[src/rtl/fetch_queue.sv]
// fetch_queue -- instruction fetch queue between the PC/instruction memory and decode.
//
// A circular FIFO holding {addr, instr} per entry. Entries pushed at a rising edge
// become visible on dec_* after that edge; there is no bypass path when empty.
// A flush drops every queued (wrong-path) entry and resets both pointers.
//
// Ports:
//   clk          : single clock, rising edge
//   rst_n        : synchronous active-low reset
//   fetch_valid  : fetch_addr/fetch_instr carry a new instruction this cycle
//   fetch_addr   : address of the fetched instruction (AW bits)
//   fetch_instr  : instruction word for fetch_addr (IW bits)
//   flush        : redirect; discard all queued entries and any same-cycle push/pop
//   fq_ready     : queue can accept a push (registered state only)
//   dec_ready    : decode accepts the head entry this cycle
//   dec_valid    : head entry valid
//   dec_instr    : head instruction
//   dec_pc       : head instruction address
//   dec_ret_addr : dec_pc + 4, wrapping modulo 2^AW (link address)
//   count        : number of occupied entries
//   flush_cnt    : (only with FQ_FLUSH_CNT_EN defined) saturating total of
//                  entries discarded by flushes
//
// Build option: define FQ_FLUSH_CNT_EN to add the flush_cnt output and its counter.

module fetch_queue #(
  parameter int AW    = 8,
  parameter int IW    = 32,
  parameter int DEPTH = 4
) (
  input  logic                       clk,
  input  logic                       rst_n,
  input  logic                       fetch_valid,
  input  logic [AW-1:0]              fetch_addr,
  input  logic [IW-1:0]              fetch_instr,
  input  logic                       flush,
  output logic                       fq_ready,
  input  logic                       dec_ready,
  output logic                       dec_valid,
  output logic [IW-1:0]              dec_instr,
  output logic [AW-1:0]              dec_pc,
  output logic [AW-1:0]              dec_ret_addr,
  output logic [$clog2(DEPTH):0]     count
`ifdef FQ_FLUSH_CNT_EN
  ,
  output logic [7:0]                 flush_cnt
`endif
);

  localparam int PW = $clog2(DEPTH);
  localparam int CW = PW + 1;

  logic [AW-1:0] addr_mem  [DEPTH];
  logic [IW-1:0] instr_mem [DEPTH];

  logic [PW-1:0] rd_ptr;
  logic [PW-1:0] wr_ptr;
  logic [CW-1:0] count_q;
  logic          push;
  logic          pop;

  // Both flags come only from registered count, so fq_ready never depends on dec_ready.
  assign fq_ready  = (count_q != CW'(DEPTH));
  assign dec_valid = (count_q != '0);
  assign push      = fetch_valid && fq_ready && !flush;
  assign pop       = dec_valid && dec_ready && !flush;

  assign count        = count_q;
  assign dec_instr    = instr_mem[rd_ptr];
  assign dec_pc       = addr_mem[rd_ptr];
  assign dec_ret_addr = dec_pc + AW'(4);

  // DEPTH is a power of two, so PW-bit pointer increments wrap DEPTH-1 -> 0 naturally.
  always_ff @(posedge clk) begin
    if (!rst_n) begin
      rd_ptr  <= '0;
      wr_ptr  <= '0;
      count_q <= '0;
    end else if (flush) begin
      rd_ptr  <= '0;
      wr_ptr  <= '0;
      count_q <= '0;
    end else begin
      if (push) wr_ptr <= wr_ptr + PW'(1);
      if (pop)  rd_ptr <= rd_ptr + PW'(1);
      case ({push, pop})
        2'b10:   count_q <= count_q + CW'(1);
        2'b01:   count_q <= count_q - CW'(1);
        default: count_q <= count_q;
      endcase
    end
  end

  // Storage is not reset; a stray write during reset lands in a slot that count marks empty.
  always_ff @(posedge clk) begin
    if (push) begin
      addr_mem[wr_ptr]  <= fetch_addr;
      instr_mem[wr_ptr] <= fetch_instr;
    end
  end

`ifdef FQ_FLUSH_CNT_EN
  logic [8:0] flush_sum;

  assign flush_sum = {1'b0, flush_cnt} + 9'(count_q);

  always_ff @(posedge clk) begin
    if (!rst_n) begin
      flush_cnt <= '0;
    end else if (flush) begin
      flush_cnt <= flush_sum[8] ? 8'hFF : flush_sum[7:0];
    end
  end
`endif

endmodule
[config.mk]
export PLATFORM = sky130hd
export DESIGN_NAME = fetch_queue
export DESIGN_NICKNAME = d
export VERILOG_FILES = /design/src/rtl/fetch_queue.sv
export SDC_FILE = /design/constraint.sdc
export NUM_CORES = 1
export LEC_CHECK = 0
export ABC_AREA = 1
export BUFFER_PORTS_ARGS = -buffer_cell sky130_fd_sc_hd__buf_4
export CAP_MARGIN = 25
export CORE_ASPECT_RATIO = 0.9
export CORE_MARGIN = 2
export CORE_UTILIZATION = 63
export CTS_BUF_LIST = sky130_fd_sc_hd__clkbuf_4 sky130_fd_sc_hd__clkbuf_8
export DETAILED_ROUTE_END_ITERATION = 6
export GPL_ROUTABILITY_DRIVEN = 0
export PLACE_DENSITY = 0.87
export SYNTH_ARGS = -nofsm -noshare
export SYNTH_HDL_FRONTEND = slang
export SYNTH_SLANG_ARGS = --single-unit
[constraint.sdc]
create_clock -name clk -period 8.85 [get_ports clk]
set_clock_uncertainty 0.05 [all_clocks]
set_input_delay 2.655 -clock clk [delete_from_list [all_inputs] [get_ports clk]]
set_output_delay 2.655 -clock clk [all_outputs]
set_load 0.02 [all_outputs]
==> impl_results.md, run 1 <==
* Final slew viol count at 0
* Post-synth EDFFs at 160
* Layout cell share with drive strength beyond 1 at between 20% and 30%
* Warnings, synthesis at 0
* Die Wd at about 110 um
* Fin util at about three quarters
* Lkg Pwr at 2.84 nW
* Hold_buf cts at 0
* PortBufs at 97
* Pwr Density at around 190 nW/um2
* Fin cells at between 700 and 800
* Die H at around 100 um
* Worst-margin pin slew at around 0.83 ns
* Sw frac at 23.0%
* Final hold vios at 0
* DR vias/cell at 5.69
* Fin Setup TNS at 0 ns
* I/O pin cnt at 98
* P_sw at ~340 uW
* Pin count of the biggest net entering global routing at 83
* Maximum buffer depth of the clock tree at 2
* Worst ir drop on vdd at approximately 120 uV
* Ys async rst share at 0%
* Most frequent cells in the layout: 160 x edfxtp_1, 103 x buf_4, 74 x nor2_1, 74 x o21ai_0, 41 x nand2_1
* Total Routing Usage GR at a little under a quarter
* First-pass GRT wire length at around 19000 um
* Via Count at around 4200
* Status: finished clean
* Yosys reg bits at approximately 170
* Flop pwr share at between 50% and 60%
* Vias in the first global route at roughly 4100
* Comb pwr share at under 10%
* Pint at ~1.2 mW
* Final ANT Viol Nets at 0
* Mapped Area at between 6000 and 7000 um2
* Max Cap Viol at 0
* Dpl cells at approximately 700
* Ant. Diodes at 0
* Worst hold path type: flop to flop
* # setup viols final at 0
* First drt pass iteration count at 5
* Synth cell types at 27
* Hpwl dp at 7400 um
* WHS at approximately 0.43 ns
* Top_reg_cell synth: edfxtp_1
* CP max FO at just over 80
* Required @ worst endpoint at ~6.2 ns
* Min Tclk post-route at about 5.8 ns
* Final nets at 640
* Initial core utilization at about 65%
* Syn avg cell area at roughly 14 um2
* Clk pwr share at 34.2%
* Synth Instances at 493
* DR iter-0 viols at 368
* Drt total wl at approximately 13000 um
* Setup CP Type: flop to primary output
* Fmax at 0.172 GHz
* Num CTS Buffers at 17
* Rel. slew slack at between 40% and 50%
* Die ar. at between 10000 and 15000 um2
* RSZ-0062 raised after global routing: false
* Gr ovfl total at 0
* Clk pin slew, worst setup/hold paths at about 0.090 ns
* H-tree levels at 4
* Worst Setup End Kind: primary output
* Root buffer cell: clkbuf_8
* Area grow syn2layout at 17.3%
* Post-CTS Setup Bufs at 0
* Syn Nets at about 550
* CORE AREA at between 10000 and 15000 um2
* Sequential area share after synthesis at 74.9%
* DRC at 0
* CTS tree: done
* Rows at 35
* Most common cell after layout, fill and taps aside: edfxtp_1
* Clock sinks at roughly 170
* CP Launch Type: flop
* Antenna violations before repair at 0
* # resized after CTS at 0
* Period utilization at ~66%
* Worst Path Arrival at 3.10 ns
* Tot Pwr at around 1.5 mW
* Clk_lat worst skew at 0.44 ns
* Routed len/inst at ~18 um
-- worst paths after layout --
kind | slack (ns) | start | cells after the start | end
max | 3.05 | flop | 12 | dec_ret_addr[6]
min reg2reg | 0.43 | rd_ptr[1] | 2 | rd_ptr[1]
max reg2reg | 6.41 | count[0] | 12 | count[2]
min | 0.43 | rd_ptr[1] | 2 | rd_ptr[1]
-- flip-flops by register name, summed over array words and instances (netlist names), named ones only --
register,count
rd_ptr,2
count,3
addr_mem,32
wr_ptr,2
instr_mem,128
-- critical path, stage by stage (launching register included) --
cell and delay [ns]:
dfxtp_2 0.32, buf_4 0.60, inv_6 0.39, nand2_1 0.15, nand3_1 0.09, o21ai_2 0.19
inv_1 0.12, ha_1 0.23, inv_1 0.05, nor2_1 0.06, nand2_1 0.07, xor2_1 0.18
buf_4 0.17
-- synthesized netlist by cell type, types with 6 or more instances --
cell type	n	share of area, %
inv_1	22	1.2
ha_1	6	1.1
o21ai_0	74	5.6
buf_2	9	0.68
dfxtp_1	9	2.7
edfxtp_1	160	72
nand3_1	14	1.1
nand2_1	41	2.3
nor2_1	78	4.4
a21oi_1	9	0.68
buf_4	7	0.79
o22ai_1	34	3.2
-- final cells by class --
type | count | area, um2
flip-flops and latches | 169 | 4990
multi-input cells | 272 | 1410
clock buffers | 17 | 234
fillers | 617 | 2440
inverters | 25 | 98.8
repair buffers | 103 | 773
well taps | 129 | 161
clock inverters | 15 | 143
-- per-layer routing --
metal	GRT usage, %	share of wire, %	up-vias
met4	10.0	1.5	0
met2	39.4	52	153
li1	-	-	1971
met5	0	0	-
met1	28.3	40	2009
met3	5.98	6.4	21
-- power groups by stage --
stage | Sequential, mW | Combinational, mW | Clock [mW]
6_report | 0.890 | 0.0950 | 0.512
3_3_place_gp | 0.908 | 0.0913 | 0
5_1_grt | 0.891 | 0.103 | 0.558
3_5_place_dp | 0.909 | 0.0950 | 0
4_1_cts | 0.890 | 0.0953 | 0.520
2_1_floorplan | 0.909 | 0.0441 | 0
-- stage by stage --
| stage | cell area [um2] | worst slack [ns] |
|---|---|---|
| final | 7800 | 3.05 |
| after global routing | 7800 | 2.76 |
| after CTS | 7800 | 3.02 |
| after detailed placement | 7430 | 3.51 |
| after global placement | 7430 | 3.71 |
| after floorplan | 6660 | 3.72 |
-- logic make-up after synthesis --
group           Yosys count  synth area share (%)
fa+ha+maj                 7                  1.43
flops                   169                  74.9
xor+xnor                  1                 0.132
buf+inv                  52                  4.40
simple gates            145                  9.51
compound gates          119                  9.64
Power figures use the tool's default switching activity.
==> run 2, diff against run 1 <==
- CORE_UTILIZATION: 63 -> 53
- PLACE_DENSITY: 0.87 -> 0.78
- clock period: 8.85 -> 4.98 ns (I/O delays scaled with it)
==> run 2 against run 1 <==
- wire length is the same
- total power grew 76%
- sequential cell count is the same
- largest cell class unchanged
- register-to-register slack lost 3.9 ns
- sequential power grew 78%
- via count shrank 0.46%
- cell count grew 4.4%
- clock power grew 73%
- global-route usage shrank 3.1 points
- sequential share of layout area shrank 0.32 points
==> impl_results.md, run 2 (same netlist as run 1, synthesis figures left out) <==
* Status: finished clean
* Min Tclk post-route at around 4.3 ns
* Final WS setup at 0.685 ns
* CTS tree: done
* Filler instances at 908
* Die Wd at ~120 um
* Gr ovfl total at 0
* Design area at ~7800 um2
* # setup viols final at 0
* RSZ-0062 raised after global routing: false
* Die ar. at ~13000 um2
* Required @ worst endpoint at about 3.4 ns
* Area grow syn2layout at 17.8%
* Tot Pwr at between 2 and 3 mW
* Vias in the first global route at between 4000 and 5000
* Largest register FFs at around 130
* Worst ir drop on vdd at 175 uV
* Die H at 110 um
* Post-CTS Setup Bufs at 0
* Final slew viol count at 0
* Pwr Density at 336 nW/um2
* CP max FO at a little under 80
* PortBufs at 97
* R2R Setup Slk at between 2 and 3 ns
* Multi-input logic area at 1410 um2
* Setup CP Type: flop to primary output
* Top reg by flops: instr_mem
* Pre-CTS setup slack at around 1.2 ns
* Final ANT Viol Nets at 0
* Rows at 38
* Via Count at 4135
* Hold Path Cell Cnt at 2
* Layout cell share with drive strength beyond 1 at a little over a quarter
* CORE AREA at roughly 12000 um2
* CP Launch Type: flop
* Fmax at 0.233 GHz
* Fin Setup TNS at 0 ns
* Hpwl dp at roughly 7900 um
* Endpoint, Worst Hold: rd_ptr[1]
* # resized after CTS at 0
* First-pass GRT wire length at ~20000 um
* Root buffer cell: clkbuf_8
* R2R Path Start: count[0]
* Clock sinks at roughly 170
* Max Cap Viol at 0
* Placed instance area at between 7000 and 8000 um2
* Hold_buf cts at 0
* Lkg Pwr at between 2 and 3 nW
* Pin count of the biggest net entering global routing at 80
* Final hold vios at 0
* Total Routing Usage GR at between 10% and 20%
* Drt total wl at 12900 um
* Ant. Diodes at 0
* Routed len/inst at between 15 and 20 um
* Reg2reg end: instr_mem[0][1]
* H-tree levels at 4
* Register Area at 4990 um2
* I/O pin cnt at a little under 100
* First drt pass iteration count at 4
* Clk pin slew, worst setup/hold paths at 0.08 ns
* Initial core utilization at between 50% and 60%
* Clk_lat worst skew at 0.44 ns
* Worst-margin pin slew at about 0.9 ns
* Antenna violations before repair at 0
* Worst hold path type: flop to flop
* Hold_sp: rd_ptr[1]
* Period utilization at about 86%
* Most frequent cells in the layout: 160 x edfxtp_1, 104 x buf_4, 74 x nor2_1, 74 x o21ai_0, 41 x nand2_1
* Worst Setup End Kind: primary output
* Num CTS Buffers at 17
* Most common cell after layout, fill and taps aside: edfxtp_1
* Worst Path Arrival at ~2.8 ns
* Maximum buffer depth of the clock tree at 2
* DR iter-0 viols at approximately 440
* DRC at 0
* DR vias/cell at between 5 and 6
* Worst Reg-to-Reg Cells at 7
* Rel. slew slack at between 40% and 50%
* Final nets at between 600 and 700
## run 2: per-stage QoR
stage	instances	utilization, %	hold WS, ns
final	762	64.4	0.428
after global routing	762	64.4	0.461
after CTS	762	64.4	0.423
after detailed placement	730	61.4	0.409
after global placement	730	61.4	0.400
after floorplan	493	-	0.383
## run 2: layout make-up
class | instances | share of cell area (%)
Tap cell | 160 | 2.55
Inverter | 25 | 1.26
Clock inverter | 10 | 1.24
Multi-Input combinational cell | 272 | 18.0
Sequential cell | 169 | 63.6
Timing Repair Buffer | 104 | 9.95
Clock buffer | 22 | 3.46
## run 2: how the worst max path moves through the flow
stage	from	to	slack, ns	depth (start not counted)
after floorplan	fetch_valid	addr_mem[0][0]	1.01	4
final	flop	dec_ret_addr[6]	0.68	11
after global routing	flop	dec_ret_addr[6]	0.47	11
after global placement	flop	dec_ret_addr[6]	1.30	11
after detailed placement	flop	dec_ret_addr[6]	1.20	11
after CTS	flop	dec_ret_addr[6]	0.71	11
## run 2: worst max-delay path, stage by stage (launching register included)
cell and delay (ns):
dfxtp_2 0.71, inv_6 0.32, nand2_1 0.15, nand3_1 0.09
o21ai_2 0.14, inv_1 0.10, ha_1 0.23, inv_1 0.06
nor2_1 0.05, nand2_1 0.07, xor2_1 0.15, buf_4 0.16
## run 2: power breakdown
part | total [mW] | internal, mW | switching [mW]
combinational | 0.167 | 0.0671 | 0.100
clock | 0.888 | 0.427 | 0.460
sequential | 1.58 | 1.58 | 0.00639
## run 2: metal layers
layer  global-route usage (%)  wire length (um)  vias to the layer above
met2                     33.8              6500                      132
li1                         -                 -                     1968
met1                     24.9              5530                     2007
met3                     4.27               618                       28
met4                     8.70               237                        0
met5                        0                 0                        -
